## src/rtl/uart_rx_buffered_pkg.sv

```systemverilog
// Shared UART frame constants and receiver FSM state encoding.
package uart_rx_buffered_pkg;

  localparam int unsigned DATA_BITS = 8;
  localparam int unsigned BIT_IDX_W = $clog2(DATA_BITS);

  typedef enum logic [2:0] {
    ST_IDLE    = 3'd0,
    ST_START   = 3'd1,
    ST_DATA    = 3'd2,
    ST_STOP    = 3'd3,
    ST_WAIT_HI = 3'd4
  } rx_state_e;

endpackage

```

## src/rtl/uart_rx_buffered_sync_fifo.sv

```systemverilog
// Show-ahead synchronous FIFO with occupancy count and push-while-full error flag.
module sync_fifo #(
  parameter int unsigned WIDTH  = 8,
  parameter int unsigned DEPTH  = 16,
  parameter int unsigned ADDR_W = 4
) (
  input  logic              clk_i,
  input  logic              rst_ni,
  input  logic              push_i,
  input  logic [WIDTH-1:0]  wdata_i,
  input  logic              pop_i,
  output logic [WIDTH-1:0]  rdata_o,
  output logic              empty_o,
  output logic              full_o,
  output logic [ADDR_W:0]   count_o,
  output logic              push_err_o
);

  localparam int unsigned       CNT_W    = ADDR_W + 1;
  localparam logic [ADDR_W:0]   FULL_CNT = DEPTH[ADDR_W:0];

  logic [WIDTH-1:0]  mem_q [DEPTH];
  logic [ADDR_W-1:0] wr_ptr_q;
  logic [ADDR_W-1:0] rd_ptr_q;
  logic [ADDR_W:0]   count_q;
  logic              do_push;
  logic              do_pop;

  assign empty_o    = (count_q == '0);
  assign full_o     = (count_q == FULL_CNT);
  assign count_o    = count_q;
  assign rdata_o    = mem_q[rd_ptr_q];

  // A pop in the same cycle frees the slot, so a push into a full FIFO is still accepted.
  assign do_pop     = pop_i && !empty_o;
  assign do_push    = push_i && (!full_o || do_pop);
  assign push_err_o = push_i && full_o && !do_pop;

  always_ff @(posedge clk_i or negedge rst_ni) begin
    if (!rst_ni) begin
      wr_ptr_q <= '0;
      rd_ptr_q <= '0;
      count_q  <= '0;
      for (int unsigned i = 0; i < DEPTH; i++) begin
        mem_q[i] <= '0;
      end
    end else begin
      if (do_push) begin
        mem_q[wr_ptr_q] <= wdata_i;
        wr_ptr_q        <= wr_ptr_q + ADDR_W'(1);
      end
      if (do_pop) begin
        rd_ptr_q <= rd_ptr_q + ADDR_W'(1);
      end
      case ({do_push, do_pop})
        2'b10:   count_q <= count_q + CNT_W'(1);
        2'b01:   count_q <= count_q - CNT_W'(1);
        default: count_q <= count_q;
      endcase
    end
  end

endmodule

```

## src/rtl/uart_rx_buffered.sv

```systemverilog
// 8N1 UART receiver: two-flop synchroniser, mid-bit sampling FSM, receive FIFO and error pulses.
module uart_rx_buffered
  import uart_rx_buffered_pkg::*;
#(
  parameter int unsigned CLKS_PER_BIT = 868,
  parameter int unsigned FIFO_DEPTH   = 16,
  parameter int unsigned ADDR_W       = 4
) (
  input  logic              Clock,
  input  logic              Reset_n,
  input  logic              RX_Serial,
  input  logic              RX_Rd_En,
  output logic [7:0]        RX_Bytes,
  output logic              RX_Empty,
  output logic              RX_Full,
  output logic [ADDR_W:0]   RX_Count,
  output logic              RX_Frame_Err,
  output logic              RX_Overrun
);

  localparam int unsigned     CNT_W    = $clog2(CLKS_PER_BIT);
  localparam logic [CNT_W-1:0] MID_CNT  = CNT_W'((CLKS_PER_BIT - 1) / 2);
  localparam logic [CNT_W-1:0] LAST_CNT = CNT_W'(CLKS_PER_BIT - 1);
  localparam logic [BIT_IDX_W-1:0] LAST_BIT = BIT_IDX_W'(DATA_BITS - 1);

  logic                  sync1_q;
  logic                  rx_s_q;
  rx_state_e             state_q;
  logic [CNT_W-1:0]      clk_cnt_q;
  logic [BIT_IDX_W-1:0]  bit_idx_q;
  logic [DATA_BITS-1:0]  shreg_q;
  logic                  frame_err_q;
  logic                  overrun_q;
  logic                  push;
  logic                  push_err;

  always_ff @(posedge Clock or negedge Reset_n) begin
    if (!Reset_n) begin
      sync1_q   <= 1'b1;
      rx_s_q    <= 1'b1;
      overrun_q <= 1'b0;
    end else begin
      sync1_q   <= RX_Serial;
      rx_s_q    <= sync1_q;
      overrun_q <= push_err;
    end
  end

  // Good stop bit: the byte is written into the FIFO on this same edge.
  assign push = (state_q == ST_STOP) && (clk_cnt_q == LAST_CNT) && rx_s_q;

  always_ff @(posedge Clock or negedge Reset_n) begin
    if (!Reset_n) begin
      state_q     <= ST_IDLE;
      clk_cnt_q   <= '0;
      bit_idx_q   <= '0;
      shreg_q     <= '0;
      frame_err_q <= 1'b0;
    end else begin
      frame_err_q <= 1'b0;
      case (state_q)
        ST_IDLE: begin
          clk_cnt_q <= '0;
          bit_idx_q <= '0;
          if (!rx_s_q) state_q <= ST_START;
        end
        ST_START: begin
          if (clk_cnt_q == MID_CNT) begin
            clk_cnt_q <= '0;
            state_q   <= rx_s_q ? ST_IDLE : ST_DATA;
          end else begin
            clk_cnt_q <= clk_cnt_q + CNT_W'(1);
          end
        end
        ST_DATA: begin
          if (clk_cnt_q == LAST_CNT) begin
            clk_cnt_q          <= '0;
            shreg_q[bit_idx_q] <= rx_s_q;
            if (bit_idx_q == LAST_BIT) begin
              state_q <= ST_STOP;
            end else begin
              bit_idx_q <= bit_idx_q + BIT_IDX_W'(1);
            end
          end else begin
            clk_cnt_q <= clk_cnt_q + CNT_W'(1);
          end
        end
        ST_STOP: begin
          if (clk_cnt_q == LAST_CNT) begin
            clk_cnt_q <= '0;
            if (rx_s_q) begin
              state_q <= ST_IDLE;
            end else begin
              frame_err_q <= 1'b1;
              state_q     <= ST_WAIT_HI;
            end
          end else begin
            clk_cnt_q <= clk_cnt_q + CNT_W'(1);
          end
        end
        // A held-low line (break) must return high before a new start bit is looked for.
        ST_WAIT_HI: begin
          if (rx_s_q) state_q <= ST_IDLE;
        end
        default: state_q <= ST_IDLE;
      endcase
    end
  end

  sync_fifo #(
    .WIDTH  (DATA_BITS),
    .DEPTH  (FIFO_DEPTH),
    .ADDR_W (ADDR_W)
  ) u_fifo (
    .clk_i      (Clock),
    .rst_ni     (Reset_n),
    .push_i     (push),
    .wdata_i    (shreg_q),
    .pop_i      (RX_Rd_En),
    .rdata_o    (RX_Bytes),
    .empty_o    (RX_Empty),
    .full_o     (RX_Full),
    .count_o    (RX_Count),
    .push_err_o (push_err)
  );

  assign RX_Frame_Err = frame_err_q;
  assign RX_Overrun   = overrun_q;

endmodule

```

## config.mk

```make
export PLATFORM = sky130hd
export DESIGN_NAME = uart_rx_buffered
export DESIGN_NICKNAME = d
export VERILOG_FILES = /design/src/rtl/uart_rx_buffered_pkg.sv /design/src/rtl/uart_rx_buffered_sync_fifo.sv /design/src/rtl/uart_rx_buffered.sv
export SDC_FILE = /design/constraint.sdc
export NUM_CORES = 1
export LEC_CHECK = 0
export ABC_AREA = 1
export BUFFER_PORTS_ARGS = -buffer_cell sky130_fd_sc_hd__buf_2
export CORE_AREA = 2 2 125 127
export DETAILED_ROUTE_END_ITERATION = 7
export DIE_AREA = 0 0 127 129
export PLACE_DENSITY = 0.88
export SETUP_SLACK_MARGIN = 0.5
export SYNTH_ARGS = -nofsm -noshare
export SYNTH_HDL_FRONTEND = slang
export SYNTH_SLANG_ARGS = --single-unit
```

## constraint.sdc

```tcl
create_clock -name Clock -period 3.25 [get_ports Clock]
set_input_delay 0.8125 -clock Clock [delete_from_list [all_inputs] [get_ports Clock]]
set_output_delay 0.8125 -clock Clock [all_outputs]
set_load 0.03 [all_outputs]
```

==> results of run 1 <==
what timing repair did:
| item | 4_1_cts | 5_1_grt |
|---|---|---|
| cloned | 7 | 0 |
| buffers inserted | 11 | 2 |
| endpoints found under the setup margin | 9 | 11 |
| resized for setup | 80 | 19 |
| pin swaps | 21 | 16 |
cell usage in the layout, fill, tap and decap left out, drive strengths merged, types with 2 or more instances in the layout:
| master | Yosys | routed |
|---|---|---|
| inv | 57 | 57 |
| a21oi | 5 | 5 |
| xor2 | 10 | 10 |
| nand2 | 347 | 347 |
| clkinv | 3 | 7 |
| clkbuf | 36 | 24 |
| nand3 | 195 | 195 |
| o211ai | 34 | 34 |
| nand4 | 6 | 6 |
| dfstp | 2 | 2 |
| o21ai | 90 | 90 |
| ha | 13 | 13 |
| o31ai | 3 | 3 |
| buf | 25 | 49 |
| clkinvlp | 0 | 5 |
| dfrtp | 167 | 167 |
| nor2 | 131 | 131 |
| xnor2 | 3 | 3 |
cell families after synthesis:
| family | count (synthesis) | synth area share |
|---|---|---|
| XOR/XNOR | 13 | 0.0129 |
| buffers and inverters | 121 | 0.0634 |
| adder cells (fa/ha/maj) | 13 | 0.0184 |
| AND/OR/NAND/NOR | 681 | 0.340 |
| AO/OA/AOI/OAI | 134 | 0.0869 |
| flip-flops | 169 | 0.479 |
flip-flops by register name, indices dropped and copies added (netlist names):
register,flops
RX_Frame_Err,1
rx_s_q,1
state_q,3
u_fifo.mem_q,128
u_fifo.wr_ptr_q,4
RX_Overrun,1
bit_idx_q,3
clk_cnt_q,10
sync1_q,1
u_fifo.rd_ptr_q,4
u_fifo.count_o,5
shreg_q,8
layer usage:
metal,wire length (µm),GRT usage,up-vias
met5,0,0,-
met4,1770,0.202,0
met3,3200,0.0965,197
met2,11700,0.511,677
met1,9690,0.426,3917
li1,-,-,3719
per-stage QoR:
step	hold WS (ps)	setup WS, ps
after floorplan	345	930
after global placement	348	623
after detailed placement	347	503
after CTS	356	478
after global routing	363	314
final	357	335
path summary, 6_finish.rpt:
| check | depth (start not counted) | endpoint |
|---|---|---|
| worst min-delay path | 0 | rx_s_q |
| min in group asynchronous | 1 | clk_cnt_q[0] |
| max in group asynchronous | 2 | u_fifo.mem_q[47] |
| worst max register to register | 15 | u_fifo.count_o[4] |
| worst max-delay path | 11 | RX_Bytes[7] |
| worst min register to register | 0 | rx_s_q |
power by group through the flow:
stage / clock network [W] / logic (W) / registers [W]
6_report: 0.00193 / 0.00321 / 0.00226
3_3_place_gp: 0 / 0.00206 / 0.00230
2_1_floorplan: 0 / 0.00148 / 0.00231
3_5_place_dp: 0 / 0.00209 / 0.00231
4_1_cts: 0.00189 / 0.00295 / 0.00226
5_1_grt: 0.00200 / 0.00337 / 0.00227
critical path: stages, from the launching register on:
cell      delay, ps
dfrtp_2         410
clkinv_4        110
buf_8           140
buf_12          130
buf_16          140
nor2_2           90
nor2_1           70
o21ai_1         110
o211ai_1        110
nand3_1          90
nand2_1          90
buf_6           150
cell type report:
| class | instances | area share |
|---|---|---|
| clock buffer | 23 | 0.0474 |
| clock inverter | 9 | 0.00683 |
| inverter | 60 | 0.0233 |
| multi-input combinational | 841 | 0.414 |
| sequential | 169 | 0.420 |
| tap | 188 | 0.0233 |
| timing repair buffer | 50 | 0.0650 |
==> flow_summary.toml, run 1 <==
[logic_synthesis]
synthTopCellsByArea = "dfrtp_1 47%, nand2_1 15%, nand3_1 10%"
synth_ff_type = "dfrtp_1"
ys_warn_count = 0
yosys-top-cells-count = "347 x nand2_1, 182 x nand3_1, 167 x dfrtp_1, 117 x nor2_1, 83 x o21ai_0"
async_reset_ff_frac = 1.00
syn_nets = 1148
yosysTopAreaCell = "dfrtp_1"
ys_seq_area_frac = 0.479
syn-instance-count = 1131
synth-seq-cells = 169
netlist_area_mm2 = 0.00884
ys_types = 31
synth_most_common_cell = "nand2_1"
avgSynthCellArea_um2 = 7.82
synth_top_area_frac = 0.473
synth-edff-count = 0

[status]
status = "finished with violations"
violations = "DRC"

[cts]
clock_path_buffers = 2
cts_sinks = 169
cts_tree = "done"
numCtsBuffers = 17
clk_pin_slew_ps = 60
htreeDepth = 4
cts-root-buf = "clkbuf_16"
clk-insertion-delay-late_ps = 450
cts_hold_buf = 0

[worst_setup_path]
cp_max_fo = 7
r2r_slack_ps = 600
crit_start = "u_fifo.rd_ptr_q[0]"
required_ps = 2440
crit_arrival_ps = 2100
worstSetupEndpointType = "primary output"
r2r-start = "rx_s_q"
cp-start-kind = "flip-flop"
crit_type = "reg2out"

[drt]
antenna_left = 0
dr.pass1.iters = 8
via_per_inst = 6.35
vias = 8510
drt_wl_total_um = 26400
drc = 2
wl_per_cell_um = 19.7
drt_iter0_markers = 1301

[power]
switchingPower_w = 0.00291
internal_power_w = 0.00449
power_w = 0.00740
total_leakage_power_nw = 5.06
switching_share = 0.394
pwr-share-seq = 0.306
p_comb_frac = 0.433
power_frac_clock = 0.261
p_per_area_mw_per_mm2 = 734
ir_worst_vdd_mv = 0.645

[timing]
final_max_slew_viol_count = 0
setup_tns_ps = 0
max_freq_mhz = 343
skew_ps = 12.8
setup_viol = 0
worst_pin_slew_ps = 978
hold_viol = 0
slew_headroom = 0.346
final.min_clock_period_ps = 2920
finalCritPeriodShare = 0.897
rsz0062_at_grt = "true"

[cells_and_area]
n_antenna_cell = 0
fin_util = 0.673
seqCellArea_mm2 = 0.00424
syn_to_final_growth_pct = 14.0
stdcell_area_mm2 = 0.0101
final_nets = 1156
nFillCells = 1038
final_cells = 1340
multiInputGateArea_mm2 = 0.00417
final_layout_size_suffix_gt1_frac = 0.135

[grt]
first_global_vias = 8318
grt_pass1_wl_um = 42700
gr-usage-all-layers = 0.335
overflow = 0
grt_max_degree = 131
antenna_found_initial = 0

[floorplan]
start_util = 0.590
dieArea_mm2 = 0.0164
placementRows = 45
die_x_um = 127
pin_count = 21
core-area_mm2 = 0.0150
die_height_um = 129

[run]
cap_violations = 0

[hold_path]
hp-class = "reg2reg"
worstHoldStart = "sync1_q"

[place]
gp_congestion = 0.951
placed_cells = 1288
place_area_mm2 = 0.00898
port_buffers = 20
dpl.hpwl_um = 14300
(Power assumes the default switching activity.)
==> inputs of run 2 (changes only) <==
Settings changed: ABC_AREA 1 to not set.
Clock period 3.25 ns to 2.58 ns, I/O delays scaled along.
==> run 2 against run 1 <==
Effect of this change:
- clock power grew 40%
- final cell count fell by 37%
- non-clock buffer count increased by 45
- critical path type unchanged
- sequential share of layout area decreased by 2.4 points
- highest routed layer unchanged
- register-to-register slack got worse by 640 ps
- critical endpoint is now RX_Bytes[0]
- the flow finishes with violations (setup timing)
==> flow_summary.toml, run 2 <==
[cts]
cts_tree = "done"
numCtsBuffers = 17
clk_pin_slew_ps = 70
cts_hold_buf = 0
clk-insertion-delay-late_ps = 450
cts_sinks = 169
cts-root-buf = "clkbuf_16"
clock_path_buffers = 2
htreeDepth = 4

[grt]
gr-usage-all-layers = 0.298
overflow = 0
first_global_vias = 6105
antenna_found_initial = 0
grt_max_degree = 56
grt_pass1_wl_um = 36100

[drt]
drc = 0
wl_per_cell_um = 27.9
dr.pass1.iters = 5
drt_wl_total_um = 23600
drt_iter0_markers = 537
vias = 5600
via_per_inst = 6.60
antenna_left = 0

[floorplan]
die_x_um = 127
die_height_um = 129
dieArea_mm2 = 0.0164
core-area_mm2 = 0.0150
start_util = 0.564
placementRows = 45
pin_count = 21

[cells_and_area]
largest_reg_flops = 128
final_cell_mix = "163 x dfrtp_1, 130 x mux2_4, 40 x mux4_2, 34 x buf_6, 34 x buf_4"
top_regs = "u_fifo.mem_q x128, clk_cnt_q x10, shreg_q x8"
final_layout_size_suffix_gt1_frac = 0.558
fin_util = 0.714
largest_register = "u_fifo.mem_q"
final_common_cell = "dfrtp_1"
final_nets = 666
n_antenna_cell = 0
syn_to_final_growth_pct = 26.5

[worst_setup_path]
slowest_delay_ps = 530
cp_top_family = "multiplexers"
crit_type = "reg2out"
cp_max_fo = 8
crit_slowest_cell = "mux4_2"
worstPathCellList = "buf_12 > buf_12 > mux4_2 > mux4_2 > buf_6"
worstSetupEndpointType = "primary output"
cp_num_buf_inv = 3
required_ps = 1930
crit_arrival_ps = 2320
cp-start-kind = "flip-flop"

[logic_synthesis]
yosys-top-cells-count = "167 x dfrtp_1, 85 x mux2_1, 40 x mux2_4, 40 x mux4_2, 25 x clkbuf_1"
syn_nets = 599
synthTopCellsByArea = "dfrtp_1 49%, mux2_1 11%, mux4_2 11%"
syn-instance-count = 582
synth-edff-count = 0
synth_top_area_frac = 0.494
yosysTopAreaCell = "dfrtp_1"
ys_warn_count = 0
synth_ff_type = "dfrtp_1"
avgSynthCellArea_um2 = 14.5
ys_seq_area_frac = 0.501
async_reset_ff_frac = 1.00
netlist_area_mm2 = 0.00845
synth-seq-cells = 169
ys_types = 56
synth_most_common_cell = "dfrtp_1"

[timing]
timing.final.ws_setup_ps = -388
slew_headroom = 0.541
worst_pin_slew_ps = 689
hold_viol = 0
max_freq_mhz = 337
setup_viol = 9
rsz0062_at_grt = "true"
final.min_clock_period_ps = 2970
final_max_slew_viol_count = 0
finalCritPeriodShare = 1.15
skew_ps = 10.7

[status]
status = "finished with violations"
violations = "setup timing"

[place]
pre_cts_slack_ps = 38.5
dpl.hpwl_um = 11600
gp_congestion = 0.835
port_buffers = 20

[power]
p_per_area_mw_per_mm2 = 507
total_leakage_power_nw = 4.95
ir_worst_vdd_mv = 0.499

[run]
cap_violations = 0

[hold_path]
hp-class = "in2async"
run 2: changes by cell type in the layout (fill, tap and decap cells not counted), moves of 10 or more:
cell,delta
o211ai_1,-34
mux2_4,+130
buf_4,+25
mux4_2,+40
inv_1,-40
nand2_1,-328
o21ai_0,-54
nand3_1,-176
nor2_2,-23
and4_4,+13
nor2_1,-89
inv_2,-10
o21ai_1,-23
buf_6,+22
run 2: per-layer routing:
layer	GRT usage	vias up	share of wire
met5	0	-	0
met4	0.155	0	0.047
met3	0.0636	90	0.055
met2	0.491	267	0.51
met1	0.377	2937	0.39
li1	-	2306	-
run 2: per-stage QoR:
step | TNS, ps | power, W | hold WS [ps] | instances | area [µm²]
finish | -2810 | 0.00543 | 169 | 849 | 10700
global route | -3340 | 0.00555 | 197 | 849 | 10700
CTS | -2710 | 0.00540 | 175 | 843 | 10500
detailed placement | 0 | 0.00277 | 351 | 779 | 8970
global placement | 0 | 0.00277 | 346 | 779 | 8970
floorplan | -153 | 0.00271 | 345 | 582 | 8560
run 2: power breakdown:
group | leakage (nW) | internal [W] | total (W) | switching (W)
Combinational | 2.33 | 0.0000128 | 0.0000720 | 0.0000592
Clock | 0.286 | 0.00159 | 0.00270 | 0.00111
Sequential | 2.33 | 0.00265 | 0.00265 | 0.00000120
run 2: worst reg2reg max path: stages (launching register included):
cell      delay (ps)
dfrtp_1          420
nand2b_1         200
nor2_1           170
nand3_2          130
nand3b_1         280
ha_4             250
xor2_2           150
ha_2             210
o211a_1          210
o31ai_1          200
a31oi_1           90
xor2_1           170
run 2: logic make-up (layout without fill, tap and decap cells):
| family | Yosys count | after routing | synth area share |
|---|---|---|---|
| AOI/OAI and AO/OA | 48 | 48 | 0.0429 |
| xor gates and xnor gates | 11 | 11 | 0.0114 |
| adders and majority gates | 13 | 13 | 0.0192 |
| buffers and inverters | 54 | 133 | 0.0333 |
| and+or+nand+nor | 107 | 107 | 0.0817 |
| muxes | 180 | 180 | 0.311 |
| DFF | 169 | 169 | 0.501 |
run 2: repair_timing:
item | in CTS | in global routing
setup buffers | 32 | 6
cloned | 1 | 0
pin swaps | 6 | 15
setup endpoints to repair | 153 | 153
resized for setup | 167 | 42
run 2: area by class of cell:
cell class,instances,area (µm²)
multi-input cells,359,4550
fillers,856,4280
flip-flops and latches,169,4240
repair buffers,95,1040
clock buffers,20,467
well taps,188,235
clock inverters,11,146
inverters,7,26.3
run 2: worst paths after layout:
check | startpoint | to | slack [ps] | depth (start not counted)
min reg2reg | sync1_q | rx_s_q | 370 | 0
max in group asynchronous | Reset_n | u_fifo.mem_q[3] | 1690 | 2
max reg2reg | state_q[2] | u_fifo.count_o[4] | -40 | 11
min in group Clock | RX_Serial | sync1_q | 300 | 1
max | u_fifo.rd_ptr_q[0] | RX_Bytes[0] | -390 | 5
min | Reset_n | u_fifo.mem_q[78] | 170 | 1
==> inputs of run 3 (changes only) <==
Settings changed: PLACE_DENSITY 0.88 to 0.87, SYNTH_HIERARCHICAL set to 1.
==> run 3 against run 2 <==
Effect of this change:
- synthesized area is 2.0% lower
- critical endpoint is now u_fifo/count_o[4]
- critical path depth is 9 higher
- the flow still finishes with violations (setup timing)
- critical path type is now reg2reg
- routed wire length is 13% lower
- synthesized cell count is 0.69% higher
==> flow_summary.toml, run 3 <==
[grt]
first_global_vias = 5783
use_met3 = 0.0595
antenna_found_initial = 0
grt_use_met1 = 0.312
grt.busiest_layer = "met2"
gr-usage-all-layers = 0.267
overflow = 0
grt_max_degree = 62
grt_pass1_wl_um = 32900
met2_usage = 0.477

[drt]
antenna_left = 0
drt_iter0_markers = 456
via_per_inst = 6.18
drt_wl_total_um = 20700
wl_per_cell_um = 24.0
vias = 5325
dr.pass1.iters = 5
drc = 0

[power]
power_w = 0.00540
internal_power_w = 0.00432
switching_share = 0.200
total_leakage_power_nw = 4.85
pwr-share-seq = 0.491
p_per_area_mw_per_mm2 = 506
p_comb_frac = 0.012
power_frac_clock = 0.497
switchingPower_w = 0.00108
ir_worst_vdd_mv = 0.474

[timing]
setup_viol = 139
skew_ps = 11.2
finalCritPeriodShare = 1.05
hold_viol = 0
slew_headroom = 0.512
rsz0062_at_grt = "true"
timing.final.ws_setup_ps = -139
max_freq_mhz = 368
final_max_slew_viol_count = 0
final.min_clock_period_ps = 2720
worst_pin_slew_ps = 729

[logic_synthesis]
ys_types = 62
avgSynthCellArea_um2 = 14.1
synthTopCellsByArea = "dfrtp_1 50%, mux2_2 13%, mux4_2 8.7%"
yosysTopAreaCell = "dfrtp_1"
synth-seq-cells = 169
syn-instance-count = 586
synth-edff-count = 0
async_reset_ff_frac = 1.00
ys_warn_count = 6
synth_top_area_frac = 0.505
synth_most_common_cell = "dfrtp_1"
synth_ff_type = "dfrtp_1"
yosys-top-cells-count = "167 x dfrtp_1, 99 x mux2_2, 32 x mux4_2, 32 x nand2_1, 24 x mux2_4"
syn_nets = 602
ys_seq_area_frac = 0.511
netlist_area_mm2 = 0.00828

[status]
violations = "setup timing"
status = "finished with violations"

[cells_and_area]
final_cell_mix = "164 x dfrtp_1, 129 x mux2_4, 44 x buf_4, 32 x mux4_2"
largest_reg_flops = 128
largest_register = "u_fifo/mem_q"
final_nets = 679
nFillCells = 863
n_antenna_cell = 0
final_layout_size_suffix_gt1_frac = 0.547
top_regs = "u_fifo/mem_q x128, clk_cnt_q x10, shreg_q x8"
syn_to_final_growth_pct = 29.1
fin_util = 0.714
final_common_cell = "dfrtp_1"
stdcell_area_mm2 = 0.0107

[hold_path]
hp-class = "in2async"

[cts]
clk-insertion-delay-late_ps = 420
clock_path_buffers = 2
cts_sinks = 169
cts_tree = "done"
htreeDepth = 4
cts-root-buf = "clkbuf_16"
clk_pin_slew_ps = 70
numCtsBuffers = 17

[floorplan]
start_util = 0.553
die_height_um = 129
die_x_um = 127
dieArea_mm2 = 0.0164
placementRows = 45
pin_count = 21
core-area_mm2 = 0.0150

[worst_setup_path]
r2r_slack_ps = -140
crit_arrival_ps = 3030
crit_start = "clk_cnt_q[1]"
required_ps = 2890
rr_worst_depth = 14
worstSetupEndpointType = "flip-flop"
r2r-start = "clk_cnt_q[1]"
timing.rr.end = "u_fifo/count_o[4]"
cp-start-kind = "flip-flop"
crit_type = "reg2reg"
cp_max_fo = 3

[run]
cap_violations = 0

[place]
place_area_mm2 = 0.00933
gp_congestion = 0.840
port_buffers = 20
pre_cts_slack_ps = -136
dpl.hpwl_um = 11900
run 3: how the worst max path moves through the flow:
stage	end	slack, ps	cells after the start
floorplan	u_fifo/count_o[4]	-350	14
finish	u_fifo/count_o[4]	-140	14
CTS	RX_Bytes[7]	-120	5
global route	u_fifo/count_o[4]	-260	14
detailed placement	u_fifo/count_o[4]	-140	14
global placement	u_fifo/count_o[4]	-70	14
run 3: logic make-up after synthesis:
| kind of cell | count (synthesis) | synth area share |
|---|---|---|
| AOI/OAI and AO/OA | 64 | 0.0526 |
| DFF | 169 | 0.511 |
| and+or+nand+nor | 116 | 0.0959 |
| adders and majority gates | 12 | 0.0181 |
| buffers and inverters | 43 | 0.0254 |
| xor gates and xnor gates | 14 | 0.0148 |
| muxes | 168 | 0.282 |
run 3: layout make-up:
cell class	count	area [µm²]	share of cell area
clock buffer	22	464	0.0434
clock inverter	8	145	0.0136
inverter	8	30.0	0.00281
multi-input combinational	374	4570	0.427
sequential	169	4240	0.396
tap	188	235	0.0220
timing repair buffer	93	1010	0.0948
run 3: worst max-delay path: stages (launching register included):
cell and delay, ps:
dfrtp_1 350, ha_2 180, and4bb_4 260, nand3_4 80
or3_4 360, nor2_4 100, buf_6 120, nand2_8 50
ha_4 180, xor2_2 160, ha_2 240, a21oi_2 60
nor4b_2 230, a21oi_1 90, xnor2_1 140
run 3: power groups by stage:
stage                 logic, W  registers (W)  clock network, W
floorplan           0.00000165        0.00270                 0
global placement     0.0000617        0.00270                 0
detailed placement   0.0000650        0.00270                 0
CTS                  0.0000658        0.00266           0.00268
global route         0.0000746        0.00265           0.00283
finish               0.0000633        0.00265           0.00269
run 3: routing by layer:
| metal | wire length (µm) | up-vias |
|---|---|---|
| met5 | 0 | - |
| li1 | - | 2310 |
| met2 | 11300 | 148 |
| met3 | 752 | 53 |
| met4 | 600 | 0 |
| met1 | 8020 | 2814 |
run 3: timing repair:
item | 4_1_cts | 5_1_grt
gates resized for setup | 128 | 7
gates cloned | 0 | 0
buffers inserted | 14 | 9
pin swaps | 19 | 10
endpoints found under the setup margin | 145 | 157
hold buffers | 0 | 0
run 3: metrics by stage:
| stage | setup TNS, ps | hold slack [ps] | instances |
|---|---|---|---|
| 5_1_grt | -18650 | 201 | 862 |
| 2_1_floorplan | -1810 | 345 | 586 |
| 6_report | -9890 | 184 | 862 |
| 3_5_place_dp | -5960 | 349 | 809 |
| 4_1_cts | -991 | 190 | 853 |
| 3_3_place_gp | -2080 | 346 | 809 |
